--- src/rtl/sumador_serial_nbits.sv ---
// Bit-serial N-bit adder, LSB first, start/done handshake.
// Result and status flags are loaded together when the last bit is done.
module sumador_serial_nbits #(
  parameter int N = 3
) (
  input  logic         clk,
  input  logic         rst,
  input  logic         start,
  input  logic [N-1:0] A,
  input  logic [N-1:0] B,
  output logic [N-1:0] Q,
  output logic         zero,
  output logic         negativo,
  output logic         cOut,
  output logic         overflow,
  output logic         busy,
  output logic         done
);

  localparam int CW = $clog2(N + 1);

  typedef enum logic [1:0] {
    IDLE,
    SUMA,
    FIN
  } state_t;

  state_t state, state_n;

  logic [N-1:0]  sa, sb;
  logic [N-2:0]  sr;
  logic          c;
  logic [CW-1:0] cnt;

  logic          s, cn, last;
  logic [N-1:0]  sum;

  assign s    = sa[0] ^ sb[0] ^ c;
  assign cn   = (sa[0] & sb[0]) | (sa[0] & c) | (sb[0] & c);
  assign last = (cnt == CW'(N - 1));
  // sr holds the bits already produced; s is the bit of this step
  assign sum  = {s, sr};

  always_comb begin
    state_n = state;
    unique case (state)
      IDLE: if (start) state_n = SUMA;
      SUMA: if (last) state_n = FIN;
      FIN:  state_n = IDLE;
      default: state_n = IDLE;
    endcase
  end

  always_ff @(posedge clk) begin
    if (rst) begin
      state    <= IDLE;
      sa       <= '0;
      sb       <= '0;
      sr       <= '0;
      c        <= 1'b0;
      cnt      <= '0;
      Q        <= '0;
      zero     <= 1'b0;
      negativo <= 1'b0;
      cOut     <= 1'b0;
      overflow <= 1'b0;
      busy     <= 1'b0;
      done     <= 1'b0;
    end else begin
      state <= state_n;
      unique case (state)
        IDLE: begin
          done <= 1'b0;
          if (start) begin
            sa   <= A;
            sb   <= B;
            c    <= 1'b0;
            cnt  <= '0;
            busy <= 1'b1;
          end
        end
        SUMA: begin
          sr  <= sum[N-1:1];
          sa  <= sa >> 1;
          sb  <= sb >> 1;
          c   <= cn;
          cnt <= cnt + 1'b1;
          if (last) begin
            // c is still the carry into bit N-1 here
            Q        <= sum;
            zero     <= (sum == '0);
            negativo <= s;
            cOut     <= cn;
            overflow <= c ^ cn;
            done     <= 1'b1;
            busy     <= 1'b0;
          end
        end
        FIN: done <= 1'b0;
        default: done <= 1'b0;
      endcase
    end
  end

endmodule

--- config.mk ---
export PLATFORM = sky130hd
export DESIGN_NAME = sumador_serial_nbits
export DESIGN_NICKNAME = d
export VERILOG_FILES = /design/src/rtl/sumador_serial_nbits.sv
export SDC_FILE = /design/constraint.sdc
export NUM_CORES = 1
export LEC_CHECK = 0
export BUFFER_PORTS_ARGS = -buffer_cell sky130_fd_sc_hd__buf_2
export CAP_MARGIN = 20
export CORE_ASPECT_RATIO = 2
export CORE_MARGIN = 3
export CORE_UTILIZATION = 35
export CTS_CLUSTER_DIAMETER = 40
export DETAILED_ROUTE_END_ITERATION = 10
export SLEW_MARGIN = 20
export SYNTH_ARGS = -nofsm -noshare
export SYNTH_HDL_FRONTEND = slang
export SYNTH_SLANG_ARGS = --single-unit
export TNS_END_PERCENT = 50
--- constraint.sdc ---
create_clock -name clk -period 2 [get_ports clk]
set_input_delay 0.1 -clock clk [delete_from_list [all_inputs] [get_ports clk]]
set_output_delay 0.1 -clock clk [all_outputs]
set_load 0.05 [all_outputs]
==> impl_metrics.py, run 1 <==
metrics = {
    "logic_synthesis": {
        "synth_area_leaders": "dfxtp_1, mux2i_1, nor2_1",
        "postSynthCellCount": 92,
        "synth_fp_nets": 103,
        "synthFlopType": "dfxtp_1",
        "synth_commonest_cells": "dfxtp_1, nor2_1, mux2i_1, inv_1",
        "synth_top_area_share_pct": 45.5,
        "synth_edf_count": 0,
        "yosysWarnings": 0,
        "yosysMostFrequentCell": "dfxtp_1",
        "ys_types": 28,
        "synth.avg_cell_area_sq_um": 10.1,
        "synthArstFlopShare_pct": 0,
        "netlist_area_sq_um": 925,
        "synth.ff_latch_count": 21,
        "ys_seq_area_share_pct": 45.5,
        "synth_top_area_cell": "dfxtp_1",
    },
    "clock_tree": {
        "ctsHoldBuffers": 0,
        "cts_tree": "done",
        "clkTransAtPathRegs_ps": 70,
        "root_buffer": "clkbuf_8",
        "clock-sinks": 21,
        "cts_buffer_depth": 2,
        "insertion_delay_ps": 260,
        "cts_buffers": 3,
        "cts_htree_levels": 1,
        "post_cts_buffers": 0,
        "cts-resized-gates": 0,
    },
    "die": {
        "die_x_um": 42.3,
        "die_h_um": 78.7,
        "rows": 25,
        "die_area_sq_mm": 0.00333,
        "initial_utilization_pct": 37.9,
        "coreArea_sq_mm": 0.00244,
        "io_pins": 18,
    },
    "sta": {
        "slew_violations": 0,
        "setup_tns_ps": 0,
        "slew_headroom_pct": 68.6,
        "final_hold_viol_count": 0,
        "min_period_over_period_pct": 74.9,
        "rsz0062_at_grt": "false",
        "period_needed_ps": 1500,
        "skew_ps": 1.79,
        "tightest_slew_ps": 471,
        "setup_viol": 0,
        "fmax_mhz": 668,
    },
    "power": {
        "power.density_mw_per_mm2": 797,
        "power_frac_clock_pct": 32.6,
        "leakage_uw": 0.000421,
        "combPwrFrac_pct": 13.8,
        "ir_drop_v": 0.000456,
        "switchingPower_uw": 211,
        "p_seq_share_pct": 53.6,
        "internal_power_uw": 624,
        "p_total_uw": 836,
        "swShare_pct": 25.3,
    },
    "drt": {
        "drt-wirelength-per-cell_um": 12.1,
        "antenna_left": 0,
        "vias_per_cell": 5.06,
        "routed_wl_mm": 1.63,
        "vias": 683,
        "dr.pass1.iters": 2,
        "drc": 0,
        "drt_iter0_markers": 4,
    },
    "critical_path": {
        "crit_start": "c",
        "r2r_start": "c",
        "arrival_ps": 1700,
        "crit_fanout": 3,
        "end_kind": "flop",
        "startpoint_type": "flop",
        "crit_type": "reg2reg",
        "cp.required_ps": 2200,
    },
    "placed_design": {
        "gp_routability_congestion": 0.740,
        "dp_hpwl_mm": 1.26,
        "dp.cells": 131,
        "io_buffers": 17,
    },
    "global_route": {
        "grt_usage_pct": 11.7,
        "antenna_found_initial": 0,
        "grt_pass1_wl_mm": 3.08,
        "grt_max_degree": 22,
        "grt_pass1_vias": 697,
        "overflow": 0,
    },
    "hold_path": {
        "min_from": "B[2]",
        "worstHoldPathType": "in2reg",
    },
    "finish": {
        "fillers": 245,
        "drive_gt1_share_pct": 26.9,
        "fin_nets": 120,
        "diodes": 0,
        "areaGrowthSynthToFinish_pct": 13.4,
        "final_cells": 135,
    },
    "status": {
        "outcome": "finished clean",
    },
    "flow_run": {
        "cap_violations": 0,
    },
}
cell type report:
type | count | area [sq um] | area share [%]
Multi-Input combinational cell | 59 | 433 | 41.3
Sequential cell | 21 | 420 | 40.1
Timing Repair Buffer | 18 | 92.6 | 8.83
Clock buffer | 3 | 41.3 | 3.94
Tap cell | 27 | 33.8 | 3.22
Inverter | 6 | 22.5 | 2.15
Clock inverter | 1 | 5.00 | 0.477
through the flow:
step	util [%]	instance area (sq um)	hold WS [ps]	setup WS (ps)
after detailed placement	41.1	1000	383	508
after floorplan	-	925	180	596
after CTS	43.0	1050	106	492
after global routing	43.0	1050	142	335
final	43.0	1050	109	502
after global placement	41.1	1000	367	538
state kept, by name, indices dropped and copies added, names as in the netlist, 2 cells and up:
register and cells:
Q 3, cnt 2, sa 3, sb 3, sr 2, state 2
layer usage:
layer	wire length (um)	part of all wire [%]	up-vias	track usage [%]
met5	0	0	-	0
met3	50	3.1	4	1.36
met4	38	2.3	0	7.17
met2	902	55	13	20.0
li1	-	-	349	-
met1	636	39	317	13.3
critical path, stage by stage (launching register included):
cell and delay (ps):
dfxtp_1 370, inv_1 70, fa_1 610, nor3b_1 200, mux2i_1 100, nor2_1 90
worst paths after layout:
path | end | slack [ps] | cells after the start
min reg2reg | sb[2] | 490 | 2
max | zero | 500 | 5
min | sb[2] | 110 | 3
max reg2reg | zero | 500 | 5
power by group through the flow:
stage                     logic (uW)  clock network (uW)  registers (uW)
after CTS                        117                 283             448
after global routing             129                 297             451
after detailed placement         117                   0             458
after global placement           115                   0             457
final                            115                 273             448
after floorplan                 82.0                   0             466
logic make-up after synthesis:
logic type               after synthesis  synth area share, %
buffers and inverters                 12                 7.71
AO/OA/AOI/OAI                         17                 16.2
adder cells (fa/ha/maj)                2                 3.52
XOR/XNOR                               1                0.947
flip-flops                            21                 45.5
multiplexers                           9                 9.74
AND/OR/NAND/NOR                       30                 16.4
cell usage in the layout, fill, tap and decap left out:
master     Yosys  final
dfxtp_1       21     21
buf_2          0     17
nor2_1        16     16
mux2i_1        9      9
inv_1          6      6
a211oi_1       3      3
a21oi_1        3      3
a211oi_2       3      3
nor3_1         3      3
clkbuf_8       0      3
nor3b_1        2      2
a2111oi_2      2      2
nand2_1        2      2
nand3b_1       2      2
o21ai_1        2      2
a2bb2oi_1      2      2
o21bai_1       1      1
nor4b_1        1      1
o21ba_2        1      1
and2b_2        1      1
nand2b_1       1      1
and3b_1        1      1
xnor2_1        1      1
nor2b_1        1      1
fa_1           1      1
ha_1           1      1
clkinv_2       0      1
buf_4          1      1
Note: power is estimated with default switching activity, not from simulation.
==> run 2, diff against run 1 <==
- ABC_AREA: not set -> 1
- clock period: 2 -> 1.45 ns (I/O delays scaled with it)
==> impl_metrics.py, run 2 <==
metrics = {
    "status": {
        "outcome": "finished clean",
    },
    "die": {
        "die_x_um": 42.3,
        "initial_utilization_pct": 37.9,
        "die_h_um": 78.7,
        "die_area_sq_mm": 0.00333,
        "rows": 25,
        "coreArea_sq_mm": 0.00244,
        "io_pins": 18,
    },
    "logic_synthesis": {
        "synth.ff_latch_count": 21,
        "yosysWarnings": 0,
        "synth.avg_cell_area_sq_um": 8.04,
        "synth_top_area_share_pct": 45.5,
        "synth_area_leaders": "dfxtp_1, nand3_1, inv_1",
        "ys_types": 20,
        "postSynthCellCount": 115,
        "ys_seq_area_share_pct": 45.5,
        "netlist_area_sq_um": 925,
        "synth_fp_nets": 126,
        "synth_top_area_cell": "dfxtp_1",
        "synthFlopType": "dfxtp_1",
        "synthArstFlopShare_pct": 0,
        "synth_edf_count": 0,
        "yosysMostFrequentCell": "dfxtp_1",
        "synth_commonest_cells": "dfxtp_1, inv_1, nand2_1, nand3_1, nor2_1",
    },
    "drt": {
        "routed_wl_mm": 1.64,
        "dr.pass1.iters": 4,
        "drc": 0,
        "vias_per_cell": 4.71,
        "antenna_left": 0,
        "drt-wirelength-per-cell_um": 10.3,
        "vias": 754,
        "drt_iter0_markers": 5,
    },
    "hold_path": {
        "min_from": "A[2]",
        "hold_end": "sa[2]",
        "worstHoldPathType": "in2reg",
        "hold_depth": 3,
    },
    "critical_path": {
        "r2r_slack_ps": 110,
        "arrival_ps": 1490,
        "crit_fanout": 3,
        "end_kind": "flop",
        "rr_endpoint": "sr[1]",
        "r2r_start": "c",
        "reg2reg_depth": 5,
        "crit_type": "reg2reg",
        "cp.required_ps": 1600,
        "startpoint_type": "flop",
    },
    "power": {
        "internal_power_uw": 848,
        "swShare_pct": 26.5,
        "switchingPower_uw": 306,
        "power_frac_clock_pct": 33.2,
        "combPwrFrac_pct": 12.9,
        "leakage_uw": 0.000475,
        "ir_drop_v": 0.000906,
        "power.density_mw_per_mm2": 1070,
        "p_total_uw": 1150,
        "p_seq_share_pct": 53.9,
    },
    "clock_tree": {
        "root_buffer": "clkbuf_8",
        "cts_htree_levels": 1,
        "post_cts_buffers": 0,
        "cts_tree": "done",
        "clock-sinks": 21,
        "clkTransAtPathRegs_ps": 80,
        "insertion_delay_ps": 260,
        "cts_buffers": 3,
        "cts_buffer_depth": 2,
        "cts-resized-gates": 0,
        "ctsHoldBuffers": 0,
    },
    "placed_design": {
        "dp_worst_setup_slack_ps": 84.2,
        "dp.cells": 156,
        "gp_routability_congestion": 0.827,
        "dp_hpwl_mm": 1.32,
        "io_buffers": 17,
    },
    "finish": {
        "final_cell_mix": "dfxtp_1, inv_1, buf_2",
        "reg.largest.list": "Q x3, sa x3, sb x3",
        "final_common_cell": "dfxtp_1",
        "drive_gt1_share_pct": 31.6,
        "fin_nets": 145,
        "areaGrowthSynthToFinish_pct": 16.1,
        "diodes": 0,
        "final_cells": 160,
    },
    "global_route": {
        "overflow": 0,
        "grt_usage_pct": 10.7,
        "grt_max_degree": 15,
        "grt_pass1_vias": 684,
        "antenna_found_initial": 0,
        "grt_pass1_wl_mm": 2.82,
    },
    "sta": {
        "rsz0062_at_grt": "false",
        "timing.final.ws_setup_ps": 107,
        "final_hold_viol_count": 0,
        "fmax_mhz": 745,
        "setup_tns_ps": 0,
        "tightest_slew_ps": 347,
        "period_needed_ps": 1340,
        "min_period_over_period_pct": 92.6,
        "skew_ps": 3.08,
        "slew_violations": 0,
        "setup_viol": 0,
        "slew_headroom_pct": 76.8,
    },
    "flow_run": {
        "cap_violations": 0,
    },
}
-- run 2: changes by cell type in the layout (fill, tap and decap cells not counted), moves of 5 or more --
cell,before,now
a21oi_1,3,8
a21oi_2,0,6
inv_1,6,17
mux2i_1,9,0
nand2_1,2,14
nand2_2,0,7
nand3_1,0,13
nor2_1,16,10
-- run 2: how the worst max path moves through the flow --
stage	to	start	depth (start not counted)
2_1_floorplan	sr[1]	c	5
3_3_place_gp	sr[1]	c	5
3_5_place_dp	sr[1]	c	5
4_1_cts	sr[1]	c	5
5_1_grt	sr[1]	c	5
6_report	sr[1]	c	5
-- run 2: worst max-delay path: stages, from the launching register on --
cell	delay, ps
dfxtp_2	350
inv_1	60
fa_1	550
inv_1	60
o21ai_0	160
a21oi_1	50
-- run 2: cell type report --
class,instances,area (sq um)
flip-flops and latches,21,422
well taps,27,33.8
multi-input cells,71,404
repair buffers,19,100
inverters,18,67.6
fillers,263,1370
clock inverters,1,5.00
clock buffers,3,41.3
-- run 2: metal layers --
metal	share of wire (%)	track usage, %	up-vias
met1	41	11.9	336
met5	0	0	-
met3	3.1	0.680	4
li1	-	-	400
met4	1.8	5.61	0
met2	54	19.4	14
-- run 2: metrics by stage --
stage,cell area [sq um],hold WS [ps],utilization (%)
after floorplan,925,215,-
after global placement,1020,322,41.8
after detailed placement,1020,330,41.8
after CTS,1070,48.6,43.7
after global routing,1070,67.6,44.0
final,1070,52.4,44.0
-- run 2: logic make-up (layout without fill, tap and decap cells) --
logic type / after synthesis / count (layout) / share of synthesized area [%]
DFF: 21 / 21 / 45.5
adders and majority gates: 2 / 2 / 3.52
AOI/OAI and AO/OA: 22 / 22 / 15.8
and+or+nand+nor: 46 / 46 / 22.9
buffers and inverters: 23 / 41 / 11.4
xor gates and xnor gates: 1 / 1 / 0.947
-- run 2: power by group through the flow --
stage / Sequential, uW / Combinational [uW] / Clock [uW]
after floorplan: 649 / 103 / 0
after global placement: 634 / 148 / 0
after detailed placement: 635 / 151 / 0
after CTS: 622 / 151 / 394
after global routing: 625 / 171 / 418
final: 622 / 149 / 383
==> run 3, diff against run 2 <==
- ABC_AREA: 1 -> not set
==> impl_metrics.py, run 3 (synthesized netlist as in run 1, its figures left out) <==
metrics = {
    "status": {
        "outcome": "finished clean",
    },
    "power": {
        "p_seq_share_pct": 53.0,
        "internal_power_uw": 870,
        "power.density_mw_per_mm2": 1080,
        "combPwrFrac_pct": 14.4,
        "power_frac_clock_pct": 32.5,
        "swShare_pct": 25.5,
        "switchingPower_uw": 298,
        "leakage_uw": 0.000444,
        "ir_drop_v": 0.000553,
    },
    "drt": {
        "vias": 699,
        "antenna_left": 0,
        "drc": 0,
        "drt-wirelength-per-cell_um": 12.2,
        "vias_per_cell": 5.03,
        "dr.pass1.iters": 2,
        "routed_wl_mm": 1.69,
        "drt_iter0_markers": 8,
    },
    "finish": {
        "reg.largest.list": "Q x3, sa x3, sb x3",
        "areaGrowthSynthToFinish_pct": 17.3,
        "drive_gt1_share_pct": 31.3,
        "diodes": 0,
        "fin_nets": 124,
        "final_common_cell": "dfxtp_1",
        "fillers": 242,
        "final_cell_mix": "dfxtp_1, buf_2, nor2_1",
        "utilization_pct": 44.5,
        "design_area_sq_mm": 0.00108,
    },
    "critical_path": {
        "path_buf_inv": 2,
        "crit_slowest_cell": "dfxtp_1",
        "arrival_ps": 1490,
        "crit_start": "cnt[0]",
        "critical-path-top-delay-family": "flip-flops",
        "crit_type": "reg2reg",
        "crit_cells": 5,
        "end_kind": "flop",
        "startpoint_type": "flop",
        "rr_endpoint": "busy",
        "cp.required_ps": 1600,
        "crit_chain": "inv_1 > ha_1 > and3b_1 > buf_4 > a2111oi_2",
        "critical_path.max_stage_delay_ps": 310,
        "r2r_start": "cnt[0]",
        "cp-endpoint": "busy",
        "r2r_slack_ps": 110,
        "reg2reg_depth": 5,
        "crit_fanout": 9,
    },
    "global_route": {
        "grt_usage_pct": 11.9,
        "grt_max_degree": 22,
        "antenna_found_initial": 0,
        "overflow": 0,
        "grt_pass1_vias": 703,
        "grt_pass1_wl_mm": 3.08,
    },
    "sta": {
        "slew_headroom_pct": 71.1,
        "tightest_slew_ps": 434,
        "timing.final.ws_setup_ps": 108,
        "hold_slack_ps": 75.1,
        "setup_viol": 0,
        "period_needed_ps": 1340,
        "slew_violations": 0,
        "final_hold_viol_count": 0,
        "min_period_over_period_pct": 92.5,
        "fmax_mhz": 745,
        "skew_ps": 3.06,
        "rsz0062_at_grt": "false",
        "setup_tns_ps": 0,
    },
    "die": {
        "coreArea_sq_mm": 0.00244,
        "rows": 25,
        "die_h_um": 78.7,
        "initial_utilization_pct": 37.9,
        "die_x_um": 42.3,
        "die_area_sq_mm": 0.00333,
        "io_pins": 18,
    },
    "placed_design": {
        "dp_hpwl_mm": 1.29,
        "dpl_cell_area_sq_mm": 0.00103,
        "dp_worst_setup_slack_ps": 60.1,
        "io_buffers": 17,
        "gp_routability_congestion": 0.742,
    },
    "flow_run": {
        "cap_violations": 0,
    },
    "clock_tree": {
        "root_buffer": "clkbuf_8",
        "clkTransAtPathRegs_ps": 80,
        "cts_htree_levels": 1,
        "cts_tree": "done",
        "cts_buffers": 3,
        "insertion_delay_ps": 260,
        "cts_buffer_depth": 2,
        "clock-sinks": 21,
    },
    "hold_path": {
        "worstHoldPathType": "in2reg",
        "min_from": "B[2]",
        "hold_depth": 3,
    },
}
run 3: worst min-delay path by stage:
| stage | endpoint | slack (ps) |
|---|---|---|
| 3_3_place_gp | sb[2] | 340 |
| 4_1_cts | sb[2] | 80 |
| 2_1_floorplan | busy | 150 |
| 6_report | sb[2] | 80 |
| 3_5_place_dp | sb[2] | 360 |
| 5_1_grt | sb[2] | 110 |
run 3: per-stage QoR:
step	total power (uW)	cells
after global placement	797	135
after global routing	1230	139
after CTS	1180	139
after floorplan	756	92
after detailed placement	803	135
final	1170	139
run 3: layout make-up:
type	instances	area [sq um]	share of cell area, %
Inverter	6	22.5	2.08
Sequential cell	21	422	38.9
Clock inverter	1	5.00	0.461
Timing Repair Buffer	22	123	11.3
Multi-Input combinational cell	59	438	40.4
Clock buffer	3	41.3	3.81
Tap cell	27	33.8	3.11
run 3: routing by layer:
layer | GRT usage, % | share of wire [%]
met3 | 2.04 | 4.4
met4 | 6.54 | 2.3
met5 | 0 | 0
met2 | 21.1 | 54
met1 | 12.9 | 40
run 3: what timing repair did:
action | CTS | global route
endpoints found under the setup margin | 0 | 1
hold buffers | 0 | 0
gates resized for setup | 0 | 2
buffers inserted | 0 | 0
run 3: worst reg2reg max path: stages (launching register included):
cell and delay (ps):
dfxtp_1 310, inv_1 50, ha_1 230, and3b_1 170, buf_4 180, a2111oi_2 300
run 3: power groups by stage:
| stage | registers (uW) | clock network [uW] | logic [uW] |
|---|---|---|---|
| 5_1_grt | 624 | 418 | 189 |
| 6_report | 619 | 380 | 169 |
| 3_3_place_gp | 632 | 0 | 166 |
| 4_1_cts | 619 | 393 | 170 |
| 3_5_place_dp | 633 | 0 | 169 |
| 2_1_floorplan | 643 | 0 | 113 |
